<file path="config.mk">
export PLATFORM = sky130hd
export DESIGN_NAME = servo_hle_gen
export DESIGN_NICKNAME = d
export VERILOG_FILES = /design/src/rtl/servo_hle_gen.sv
export SDC_FILE = /design/constraint.sdc
export NUM_CORES = 1
export LEC_CHECK = 0
export BUFFER_PORTS_ARGS = -buffer_cell sky130_fd_sc_hd__buf_4
export CORE_MARGIN = 3
export CORE_UTILIZATION = 45
export DETAILED_ROUTE_END_ITERATION = 7
export SLEW_MARGIN = 20
export SYNTH_ARGS = -nofsm -noshare
export SYNTH_HDL_FRONTEND = slang
export SYNTH_SLANG_ARGS = --single-unit
</file>
<file path="constraint.sdc">
create_clock -name clk -period 9.2 [get_ports clk]
set_clock_uncertainty 0.15 [all_clocks]
set_input_delay 0.46 -clock clk [delete_from_list [all_inputs] [get_ports clk]]
set_output_delay 0.46 -clock clk [all_outputs]
set_load 0.01 [all_outputs]
</file>
<file path="src/rtl/servo_hle_gen.sv">
`default_nettype none
// ============================================================================
// Module   : servo_hle_gen
// Purpose  : High-level emulation of the CD servo microcontroller on the
//            slave-processor byte link. Decodes host command bytes, queues
//            ACK/STATUS response frames in a FIFO, models timed tray motion,
//            reports disc changes unsolicited and paces the host with a
//            mode-fault kick pulse.
// Ports    : clk, reset            clock, synchronous active-high reset
//            spi_write/spi_mosi    host byte strobe and byte
//            spi_miso              combinational reply byte (FF when idle)
//            mode_fault            one-cycle kick pulse to the host SPI
//            audio_cd, img_mount,
//            img_mounted           CD image mount status from image logic
//            tray_open             tray fully open
//            disc_code             02 CD-i, 01 audio, 03 none
//            overflow              sticky, a frame was dropped for lack of room
// Revision : 1.0 - initial release
// ============================================================================
module servo_hle_gen #(
  parameter int RESP_DEPTH = 8,
  parameter int BYTE_GAP   = 80,
  parameter int FRAME_GAP  = 767,
  parameter int TRAY_TICKS = 1000
) (
  input  logic       clk,
  input  logic       reset,
  input  logic       spi_write,
  input  logic [7:0] spi_mosi,
  output logic [7:0] spi_miso,
  output logic       mode_fault,
  input  logic       audio_cd,
  input  logic       img_mount,
  input  logic       img_mounted,
  output logic       tray_open,
  output logic [7:0] disc_code,
  output logic       overflow
);

  localparam int AW       = $clog2(RESP_DEPTH);
  localparam int KICK_MAX = (FRAME_GAP > BYTE_GAP) ? FRAME_GAP : BYTE_GAP;
  localparam int KW       = $clog2(KICK_MAX + 1);
  localparam int TW       = $clog2(TRAY_TICKS + 1);
  localparam logic [AW:0] DEPTH = (AW + 1)'(RESP_DEPTH);

  typedef enum logic [1:0] {GEN_IDLE, GEN_WRITE, GEN_GAP} gen_state_t;
  typedef enum logic [1:0] {TRAY_CLOSED, TRAY_MOVING_OPEN, TRAY_OPEN, TRAY_MOVING_CLOSE} tray_state_t;

  // ---------------------------------------------------------------- FIFO
  // Each entry is {last, data}; pointers carry an extra wrap bit.
  logic [8:0]  fifo_mem [RESP_DEPTH];
  logic [AW:0] wr_ptr, rd_ptr, fill, free;
  logic        fifo_empty, pop, push, push_last;
  logic [7:0]  push_data;
  logic [8:0]  head;

  assign fill       = wr_ptr - rd_ptr;
  assign free       = DEPTH - fill;
  assign fifo_empty = (wr_ptr == rd_ptr);
  assign head       = fifo_mem[rd_ptr[AW-1:0]];
  assign pop        = spi_write && !fifo_empty;

  always_ff @(posedge clk) begin
    if (push) fifo_mem[wr_ptr[AW-1:0]] <= {push_last, push_data};
  end

  always_ff @(posedge clk) begin
    if (reset) begin
      wr_ptr <= '0;
      rd_ptr <= '0;
    end else begin
      if (push) wr_ptr <= wr_ptr + 1'b1;
      if (pop)  rd_ptr <= rd_ptr + 1'b1;
    end
  end

  // ------------------------------------------------------ command decode
  gen_state_t  gen_state, gen_state_next;
  logic        ack_req, stat_req;
  logic        gen_busy, decode_en, cmd_accept, cmd_open, cmd_close, cmd_status;

  // A pending request counts as busy so a new command cannot slip in
  // ahead of a frame that is about to be written.
  assign gen_busy   = (gen_state != GEN_IDLE) || ack_req || stat_req;
  assign decode_en  = spi_write && fifo_empty && !gen_busy;
  assign cmd_status = decode_en && (spi_mosi == 8'hB0);
  assign cmd_open   = decode_en && (spi_mosi == 8'hA6);
  assign cmd_close  = decode_en && (spi_mosi == 8'hA7);
  assign cmd_accept = cmd_status || cmd_open || cmd_close;

  always_comb begin
    spi_miso = 8'hFF;
    if (spi_write) begin
      if (!fifo_empty)     spi_miso = head[7:0];
      else if (cmd_accept) spi_miso = 8'h55;
      else if (decode_en && spi_mosi == 8'hDD) spi_miso = 8'hEE;
    end
  end

  // ------------------------------------------------------------- tray FSM
  tray_state_t   tray_state, tray_next;
  logic [TW-1:0] tray_cnt, tray_cnt_next;
  logic          done_open, done_close;
  logic [7:0]    disc_reg, mounted_code, tray_code;

  assign mounted_code = img_mounted ? (audio_cd ? 8'h01 : 8'h02) : 8'h03;
  assign tray_open    = (tray_state == TRAY_OPEN);
  assign disc_code    = disc_reg;

  always_comb begin
    tray_next     = tray_state;
    tray_cnt_next = tray_cnt;
    done_open     = 1'b0;
    done_close    = 1'b0;
    tray_code     = 8'h23;
    unique case (tray_state)
      TRAY_CLOSED: begin
        tray_code = 8'h25;
        if (cmd_open) begin
          tray_next     = TRAY_MOVING_OPEN;
          tray_cnt_next = TW'(TRAY_TICKS);
        end
      end
      TRAY_MOVING_OPEN: begin
        if (cmd_close) begin
          tray_next     = TRAY_MOVING_CLOSE;
          tray_cnt_next = TW'(TRAY_TICKS);
        end else if (tray_cnt <= TW'(1)) begin
          // Finishing on the count of 1 lands the transition exactly
          // TRAY_TICKS edges after the move started.
          tray_next = TRAY_OPEN;
          done_open = 1'b1;
        end else begin
          tray_cnt_next = tray_cnt - TW'(1);
        end
      end
      TRAY_OPEN: begin
        tray_code = 8'h21;
        if (cmd_close) begin
          tray_next     = TRAY_MOVING_CLOSE;
          tray_cnt_next = TW'(TRAY_TICKS);
        end
      end
      TRAY_MOVING_CLOSE: begin
        if (cmd_open) begin
          tray_next     = TRAY_MOVING_OPEN;
          tray_cnt_next = TW'(TRAY_TICKS);
        end else if (tray_cnt <= TW'(1)) begin
          tray_next  = TRAY_CLOSED;
          done_close = 1'b1;
        end else begin
          tray_cnt_next = tray_cnt - TW'(1);
        end
      end
    endcase
  end

  always_ff @(posedge clk) begin
    if (reset) begin
      tray_state <= TRAY_CLOSED;
      tray_cnt   <= '0;
      disc_reg   <= mounted_code;
    end else begin
      tray_state <= tray_next;
      tray_cnt   <= tray_cnt_next;
      if (img_mount)       disc_reg <= audio_cd ? 8'h01 : 8'h02;
      else if (done_open)  disc_reg <= 8'h03;
      else if (done_close) disc_reg <= mounted_code;
    end
  end

  // ------------------------------------------------------ frame generator
  logic       frame_stat, frame_stat_next, start_stat;
  logic [2:0] byte_idx, byte_idx_next;
  logic [7:0] snap_disc, snap_disc_next, snap_tray, snap_tray_next;
  logic       ack_clr, stat_clr, ovf_set, frame_done;
  logic [AW:0] frame_len;

  function automatic logic [7:0] frame_byte(input logic is_stat, input logic [2:0] idx,
                                            input logic [7:0] disc, input logic [7:0] tray);
    logic [7:0] b;
    b = 8'h01;
    if (!is_stat) begin
      if (idx == 3'd0) b = 8'h61;
    end else begin
      case (idx)
        3'd0:    b = 8'h03;
        3'd1:    b = 8'hB0;
        3'd2:    b = 8'h00;
        3'd3:    b = disc;
        default: b = tray;
      endcase
    end
    return b;
  endfunction

  assign start_stat = !ack_req;
  assign frame_len  = start_stat ? (AW + 1)'(5) : (AW + 1)'(3);
  assign frame_done = push && push_last;

  always_comb begin
    gen_state_next  = gen_state;
    frame_stat_next = frame_stat;
    byte_idx_next   = byte_idx;
    snap_disc_next  = snap_disc;
    snap_tray_next  = snap_tray;
    ack_clr         = 1'b0;
    stat_clr        = 1'b0;
    ovf_set         = 1'b0;
    push            = 1'b0;
    push_last       = 1'b0;
    push_data       = 8'h00;
    case (gen_state)
      GEN_IDLE: begin
        if (ack_req || stat_req) begin
          ack_clr  = ack_req;
          stat_clr = start_stat;
          if (free >= frame_len) begin
            push            = 1'b1;
            push_data       = frame_byte(start_stat, 3'd0, disc_reg, tray_code);
            frame_stat_next = start_stat;
            snap_disc_next  = disc_reg;
            snap_tray_next  = tray_code;
            byte_idx_next   = 3'd1;
            gen_state_next  = GEN_WRITE;
          end else begin
            ovf_set = 1'b1;
          end
        end
      end
      GEN_WRITE: begin
        push      = 1'b1;
        push_data = frame_byte(frame_stat, byte_idx, snap_disc, snap_tray);
        push_last = (byte_idx == (frame_stat ? 3'd4 : 3'd2));
        if (push_last) gen_state_next = GEN_GAP;
        else           byte_idx_next  = byte_idx + 3'd1;
      end
      GEN_GAP:  gen_state_next = GEN_IDLE;
      default:  gen_state_next = GEN_IDLE;
    endcase
  end

  always_ff @(posedge clk) begin
    if (reset) begin
      gen_state  <= GEN_IDLE;
      frame_stat <= 1'b0;
      byte_idx   <= 3'd0;
      snap_disc  <= 8'h03;
      snap_tray  <= 8'h25;
      ack_req    <= 1'b0;
      stat_req   <= 1'b0;
      overflow   <= 1'b0;
    end else begin
      gen_state  <= gen_state_next;
      frame_stat <= frame_stat_next;
      byte_idx   <= byte_idx_next;
      snap_disc  <= snap_disc_next;
      snap_tray  <= snap_tray_next;
      // Sets win over clears so a request raised mid-frame stays pending.
      ack_req    <= (ack_req & ~ack_clr) | cmd_accept;
      stat_req   <= (stat_req & ~stat_clr) | cmd_status | img_mount | done_open | done_close;
      if (ovf_set) overflow <= 1'b1;
    end
  end

  // --------------------------------------------------------- kick counter
  logic [KW-1:0] kick_cnt, kick_next;

  always_comb begin
    kick_next = kick_cnt;
    if (pop && head[8])                      kick_next = KW'(FRAME_GAP);
    else if (pop || cmd_accept)              kick_next = KW'(BYTE_GAP);
    else if (frame_done && kick_cnt == '0)   kick_next = KW'(BYTE_GAP);
    else if (kick_cnt != '0)                 kick_next = kick_cnt - KW'(1);
  end

  always_ff @(posedge clk) begin
    if (reset) begin
      kick_cnt   <= '0;
      mode_fault <= 1'b0;
    end else begin
      kick_cnt   <= kick_next;
      mode_fault <= (kick_cnt == KW'(1));
    end
  end

endmodule
`default_nettype wire

</file>
# Word level (Yosys, flattened, before mapping)
# Memories as Yosys holds them, arrays and structs flattened. A register that Yosys moved wholly into a read port is not among the register bits.
# Cells that the tools add are included.
[classes] addsub=7 n_lt_le_gt_ge=2 n_eq_ne=22 n_mux=65 bitwise=9 reduce_logical=34
[ops] cell="$mux 10" count=9
[ops] cell="$mux 8" count=9
[ops] cell="$pmux 10 s4" count=1
[ops] cell="$eq 8x8->1 const B" count=4
[ops] cell="$pmux 8 s4" count=1
[ops] cell="$mux 7" count=4
[ops] cell="$mux 3" count=7
[ops] cell="$mux 2" count=10
[ops] cell="$sub 10x1->10 const B" count=2
[ops] cell="$mux 1" count=17
[ops] cell="$pmux 8 s2" count=1
[ops] cell="$pmux 3 s2" count=2
[ops] cell="$eq 10x1->1 const B" count=1
[ops] cell="$le 10x1->1 const B" count=1
[ops] cell="$logic_and 1x1->1" count=10
[ops] cell="$logic_not 10->1" count=1
[ops] cell="$ne 2x2->1 const B" count=5
[ops] cell="$reduce_bool 10->1" count=1
[ops] cell="$add 4x1->4 const B" count=2
[ops] cell="$pmux 2 s4" count=1
[ops] cell="$reduce_and 4->1" count=2
[ops] cell="$reduce_bool 4->1" count=2
[ops] cell="$eq 3x2->1 const B" count=2
[ops] cell="$logic_or 1x1->1" count=6
[ops] cell="24 further kinds" count=38
[word_totals] reg_bits=64 ram_bits=72 in_bits=14 word_cells=156 mem_count=1
[mem_list] name="fifo_mem" depth=8 word_bits=9 rd=1 rd_ports_with_merged_regs=1 wr=1 line="51" rtl="logic [8:0] fifo_mem [RESP_DEPTH];"

# Logic depth before layout (Yosys ltp)
# Gate-level depths: netlist of run 1.
[depth] word_depth=12 depth_mapped=12 ltp_nobuf=11

# Worst setup path before layout of run 1
# Ideal clock, no wire load.
[synth_timing] path_kind="register to register" start="register wr_ptr[1]" end="register wr_ptr[3]" setup_time_ps=121 arrival_time_ps=3334 t_required_ps=8929 path_slack_ps=5596 path_stages_with_launch=11 cell_sequence="dfxtp_1 -> inv_1 -> ha_1 -> ha_1 -> fa_1 -> ha_1 -> o21ai_0 -> a31oi_1 -> o21bai_1 -> nor4_1 -> mux2_2"
[synth_between] elab_chain_cells=6 elab_cells_between_ends=7
[synth_lines] item="start, declared" line="52" rtl="logic [AW:0] wr_ptr, rd_ptr, fill, free;"
[synth_lines] item="start signal, assigned" line="72" rtl="if (push) wr_ptr <= wr_ptr + 1'b1;"
[synth_lines] item="$sub 4x4->4" line="57" rtl="assign fill = wr_ptr - rd_ptr;"
[synth_lines] item="$sub 4x4->4" line="58" rtl="assign free = DEPTH - fill;"
[synth_lines] item="$ge 4x3->1" line="218" rtl="if (free >= frame_len) begin"
[synth_lines] item="$mux 1" line="218"
[synth_lines] item="$mux 1" line="215" rtl="if (ack_req || stat_req) begin"
[synth_lines] item="$pmux 1 s2" line="213" rtl="case (gen_state)"
# Several ways; a longest one is shown, not always the timed one.
# A chain may end at the register's enable or synchronous reset.

# Worst setup path after layout of run 1
# Ends and elaborated chain as after synthesis.

==> flow_metrics.env, run 1 <==
export IMPL_diodes=0
export IMPL_grt_max_degree=45
export IMPL_synth_top_family_by_area="simple AND/OR/NAND/NOR gates"
export IMPL_setup_violations=0
export IMPL_hold_class="input port to flop"
export IMPL_maxCapViolCount=0
export IMPL_cts_resized_gates=0
export IMPL_path_class="flop to flop"
export IMPL_finalPower_w=0.001538
export IMPL_relSlewSlack_pct=23.79
export IMPL_post_route_period_util_pct=40.06
export IMPL_synthSimpleGateAreaFrac_pct=16.48
export IMPL_start_util_pct=46.65
export IMPL_dp_final_hpwl_mm=7.501
export IMPL_cp_end_kind="flop"
export IMPL_clock_path_buffers=2
export IMPL_post_cts_buffers=0
export IMPL_clk_latency_ps=340
export IMPL_synth_area_leaders="edfxtp_1 (34%), dfxtp_1 (18%), mux4_2 (6.2%)"
export IMPL_synth_top_area_share_pct=34.14
export IMPL_final_nets=509
export IMPL_via_per_inst=5.418
export IMPL_finalCriticalPeriod_ps=3686
export IMPL_drtAntennaViolNets=0
export IMPL_startpoint="wr_ptr[1]"
export IMPL_dp_slack_ps=5544
export IMPL_path_clk_slew_ps=70
export IMPL_rows=38
export IMPL_synth_area_per_cell_um2=11.57
export IMPL_drc=0
export IMPL_core_um2=10940
export IMPL_place_congestion=0.7871
export IMPL_setup_tns_ps=0
export IMPL_r2r_end="wr_ptr[3]"
export IMPL_synth_edf_count=58
export IMPL_rr_startpoint="wr_ptr[1]"
export IMPL_rsz0062_at_grt="false"
export IMPL_drt_total_wl_mm=10.25
export IMPL_drive_gt1_share_pct=17.61
export IMPL_synth_xor_area_share_pct=2.894
export IMPL_synthesis_area_um2=5101
export IMPL_crit_required_ps=9280
export IMPL_wire_per_inst_um=16.61
export IMPL_initialDrtViolationCount=168
export IMPL_ff2ff_setup_slack_ps=5510
export IMPL_fillers=954
export IMPL_synth_seq_area_share_pct=52.59
export IMPL_cts_tree="built"
export IMPL_h_tree_depth=3
export IMPL_yosysTopAreaCell="edfxtp_1"
export IMPL_hold_viol=0
export IMPL_rr_worst_depth=11
export IMPL_outcome="finished, final reports clean"
export IMPL_yosys_warnings=0
export IMPL_fin_ws_ps=5514
export IMPL_die_w_um=112.5
export IMPL_ys_flop_type="edfxtp_1"
export IMPL_routed_via_count=3343
export IMPL_slew_viol_final=0
export IMPL_die_h_um=112.5
export IMPL_dp_cells=602
export IMPL_final_common_cell="edfxtp_1"
export IMPL_muxShareOfSynthArea_pct=9.222
export IMPL_ir_drop_mv=0.1219
export IMPL_synth_distinct_cells=61
export IMPL_yosys_area_share_adder_pct=5.543
export IMPL_drt_pass1_iterations=4
export IMPL_clock_sinks=105
export IMPL_crit_path_start_kind="flop"
export IMPL_ys_ff_latch=105
export IMPL_cp_data_arrival_time_ps=3770
export IMPL_cts_made_buffers=9
export IMPL_cts_hold_buf=0
export IMPL_synth_compound_area_share_pct=9.345
export IMPL_powerDensity_nw_per_um2=267.2
export IMPL_critPathMaxFanout=15
export IMPL_io_pins=33
export IMPL_synthCells=441
export IMPL_gr_usage_all_layers_pct=16.92
export IMPL_grt_pass1_vias=3236
export IMPL_cts_root_buf="clkbuf_16"
export IMPL_synthArstFlopShare_pct=0
export IMPL_stdcell_count=617
export IMPL_grt_first_pass_wirelength_mm=16.64
export IMPL_fmaxAchievable_mhz=271.3
export IMPL_dieArea_um2=12650
export IMPL_grt_overflow_total=0
export IMPL_worstMarginPinSlew_ps=1131
export IMPL_layout_common_cells="edfxtp_1 (58), dfxtp_1 (47), nor2_1 (41), buf_4 (35), inv_1 (25)"
export IMPL_worstHoldStart="audio_cd"
export IMPL_syn_to_final_growth_pct=12.83
export IMPL_leakage_nw=2.086
export IMPL_antenna_found_initial=0
export IMPL_endpoint="wr_ptr[3]"
export IMPL_io_buffer_count=26
synthesized netlist by cell type, types with 12 or more instances:
cell	count
nand2b_1	13
edfxtp_1	58
a21oi_1	21
o21ai_0	19
dfxtp_1	47
ha_1	21
mux4_2	14
nor2_1	41
inv_1	25
nor4_1	12
nand2_1	22
sequential cells by signal (all words and copies together) (netlist names), 3 cells and up, named ones only:
name	flops
kick_cnt	10
tray_cnt	10
fifo_mem	56
wr_ptr	4
rd_ptr	4
byte_idx	3
where the power goes:
part           internal (W)  switching, W  leakage, nW
registers          0.000574     0.0000454        0.923
clock network      0.000218      0.000164        0.146
logic              0.000230      0.000306         1.02
total               0.00102      0.000515         2.09
routing by layer:
layer / vias to the layer above / part of all wire (%) / GRT usage (%)
met5: - / 0 / 0
li1: 1676 / - / -
met1: 1611 / 49 / 24.49
met3: 10 / 3.6 / 3.396
met2: 46 / 46 / 25.67
met4: 0 / 1.5 / 5.529
cells by family (layout without fill, tap and decap cells):
kind of cell | count (synthesis) | in the layout
xor+xnor | 16 | 16
mux | 29 | 29
compound gates | 76 | 76
other cells | 1 | 6
simple gates | 148 | 148
flops | 105 | 105
fa+ha+maj | 22 | 22
buf+inv | 44 | 75
per-stage QoR:
stage / cell area (um^2) / hold slack, ps / utilization [%]
floorplan: 5120 / 295.0 / -
CTS: 5751 / 223.0 / 52.59
detailed placement: 5455 / 319.9 / 49.89
finish: 5756 / 231.5 / 52.63
global placement: 5455 / 316.7 / 49.89
global route: 5756 / 229.2 / 52.63
how the worst min path moves through the flow:
stage | to | slack (ps) | depth (start not counted)
finish | disc_code[1] | 230 | 2
floorplan | kick_cnt[8] | 290 | 2
detailed placement | kick_cnt[8] | 320 | 2
CTS | disc_code[1] | 220 | 2
global placement | kick_cnt[8] | 320 | 2
global route | disc_code[1] | 230 | 2
area by class of cell:
type / instances / area, um^2 / area share [%]
inverter: 25 / 93.84 / 1.630
clock inverter: 4 / 52.55 / 0.9130
sequential: 105 / 2683 / 46.61
multi-input combinational: 297 / 2246 / 39.02
tap: 140 / 175.2 / 3.043
timing repair buffer: 35 / 262.8 / 4.565
clock buffer: 11 / 242.7 / 4.217
worst max-delay path, cell delays in order (launching register included):
cell and delay (ps):
dfxtp_1 440, inv_1 140, ha_1 330, ha_1 210, fa_1 440, ha_1 280, o21ai_0 110, a31oi_1 120
o21bai_1 770, nor4_1 90, buf_4 220, mux2_2 270
(Power assumes the default switching activity.)
==> inputs of run 2 (changes only) <==
==> constraint.sdc (replaced) <==
create_clock -name clk -period 3.74 [get_ports clk]
set_clock_uncertainty 0.15 [all_clocks]
set_input_delay 0.187 -clock clk [delete_from_list [all_inputs] [get_ports clk]]
set_output_delay 0.187 -clock clk [all_outputs]
set_load 0.01 [all_outputs]
==> run 2 against run 1 <==
Sequential power rose by 150%; register-to-register slack got worse by 5300 ps; final cell count rose by 1.3%; largest cell class unchanged; design area rose by 1.2%; maximum frequency rose by 4.8%; flip-flop and latch count did not move; first-iteration DRC count rose by 22%; die area did not move; largest power group unchanged; clock power rose to 2.6 times the previous value; critical path type unchanged; wire length rose by 2.2%.
==> flow_metrics.env, run 2 (same netlist as run 1, synthesis figures left out) <==
export IMPL_maxCapViolCount=0
export IMPL_core_um2=10940
export IMPL_grt_max_degree=45
export IMPL_post_cts_buffers=0
export IMPL_setup_tns_ps=0
export IMPL_cts_tree="built"
export IMPL_cts_made_buffers=9
export IMPL_dieArea_um2=12650
export IMPL_outcome="finished, final reports clean"
export IMPL_io_buffer_count=26
export IMPL_rsz0062_at_grt="false"
export IMPL_grt_overflow_total=0
export IMPL_grt_first_pass_wirelength_mm=17.34
export IMPL_worstPathCellList="inv_1 -> ha_1 -> ha_1 -> fa_1 -> ha_1 -> o21ai_0 -> nand3_1 -> a32oi_1 -> nor2_1 -> or3_1"
export IMPL_via_per_inst=5.509
export IMPL_clock_sinks=105
export IMPL_wl_met1_mm=4.795
export IMPL_timing_hold_ws_ps=116.0
export IMPL_wire_per_inst_um=16.76
export IMPL_path_delay_family="adder cells"
export IMPL_drt_pass1_iterations=4
export IMPL_largest_register_ffs=56
export IMPL_ir_drop_mv=0.3890
export IMPL_initialDrtViolationCount=205
export IMPL_top_layer="met4"
export IMPL_grt_pass1_vias=3361
export IMPL_dp_cells=607
export IMPL_finalCriticalPeriod_ps=3516
export IMPL_clk_latency_ps=340
export IMPL_antenna_found_initial=0
export IMPL_cts_resized_gates=0
export IMPL_layout_common_cells="edfxtp_1 (58), dfxtp_1 (47), nor2_1 (41), buf_4 (40), inv_1 (25)"
export IMPL_crit_path_max_incr_delay_ps=510
export IMPL_cp_data_arrival_time_ps=3420
export IMPL_cts_root_buf="clkbuf_16"
export IMPL_io_pins=33
export IMPL_met2_length_mm=5.055
export IMPL_powerDensity_nw_per_um2=662.9
export IMPL_post_route_period_util_pct=94.01
export IMPL_clock_path_buffers=2
export IMPL_final_common_cell="edfxtp_1"
export IMPL_place_congestion=0.7806
export IMPL_gr_usage_all_layers_pct=17.66
export IMPL_die_h_um=112.5
export IMPL_die_w_um=112.5
export IMPL_cp_end_kind="flop"
export IMPL_path_clk_slew_ps=70
export IMPL_h_tree_depth=3
export IMPL_worstMarginPinSlew_ps=758.1
export IMPL_critPathMaxFanout=9
export IMPL_start_util_pct=46.65
export IMPL_hold_class="input port to flop"
export IMPL_drive_gt1_share_pct=18.14
export IMPL_dp_final_hpwl_mm=7.698
export IMPL_relSlewSlack_pct=49.12
export IMPL_cpMostUsedCell="ha_1"
export IMPL_hold_viol=0
export IMPL_routed_via_count=3443
export IMPL_crit_path_start_kind="flop"
export IMPL_met3WireLength_um=489
export IMPL_fmaxAchievable_mhz=284.4
export IMPL_slew_viol_final=0
export IMPL_drt_total_wl_mm=10.48
export IMPL_setup_violations=0
export IMPL_crit_slowest_cell="or3_1"
export IMPL_diodes=0
export IMPL_crit_required_ps=3640
export IMPL_syn_to_final_growth_pct=14.18
export IMPL_stdcell_count=625
export IMPL_rows=38
export IMPL_crit_buf_inv=1
export IMPL_final_nets=516
export IMPL_drc=0
export IMPL_drtAntennaViolNets=0
export IMPL_leakage_nw=2.123
export IMPL_path_class="flop to flop"
[run 2: cell types whose count changed in the layout (fill, tap and decap cells not counted)]
cell / previous run / this run
buf_4: 35 / 40
bufinv_16: 1 / 2
clkbuf_8: 1 / 0
clkinv_1: 0 / 1
clkinvlp_2: 0 / 1
dlygate4sd3_1: 0 / 2
inv_6: 1 / 0
nor3b_1: 1 / 2
nor3b_2: 2 / 1
o21ai_0: 19 / 18
o21ai_1: 0 / 1
[run 2: final cells by class]
cell class	count	area (um^2)
clock inverter	6	82.58
multi-input combinational	297	2241
timing repair buffer	42	320.3
fill	959	5111
clock buffer	10	229.0
tap	140	175.2
inverter	25	93.84
sequential	105	2683
[run 2: metal layers]
layer,vias up,track usage [%]
met5,-,0
li1,1704,-
met1,1676,23.51
met2,57,28.33
met4,0,5.128
met3,6,5.013
[run 2: timing repair]
| item | CTS | global route |
|---|---|---|
| hold endpoints to repair | 3 | 0 |
| setup endpoints to repair | 0 | 0 |
| hold buffers | 2 | 0 |
[run 2: final timing paths]
check	start	to	slack, ps	depth (start not counted)
max	wr_ptr[1]	fifo_mem[5][5]	220	10
min	reset	snap_tray[1]	120	2
max reg2reg	wr_ptr[1]	fifo_mem[5][5]	220	10
min reg2reg	kick_cnt[8]	kick_cnt[8]	330	2
[run 2: where the power goes]
part           total, W  switching [W]  internal (W)  leakage, nW
Clock          0.000982       0.000399      0.000583        0.150
Combinational   0.00134       0.000748      0.000588         1.05
Sequential      0.00154       0.000131       0.00141        0.923
[run 2: per-stage QoR]
step | utilization (%) | worst slack [ps] | area, um^2 | total power (W)
finish | 53.26 | 224.1 | 5824 | 0.003861
CTS | 53.26 | 249.3 | 5824 | 0.003900
global route | 53.26 | 41.45 | 5824 | 0.004118
detailed placement | 50.23 | 264.2 | 5493 | 0.002917
global placement | 50.23 | 340.3 | 5493 | 0.002876
floorplan | - | 135.6 | 5120 | 0.002498
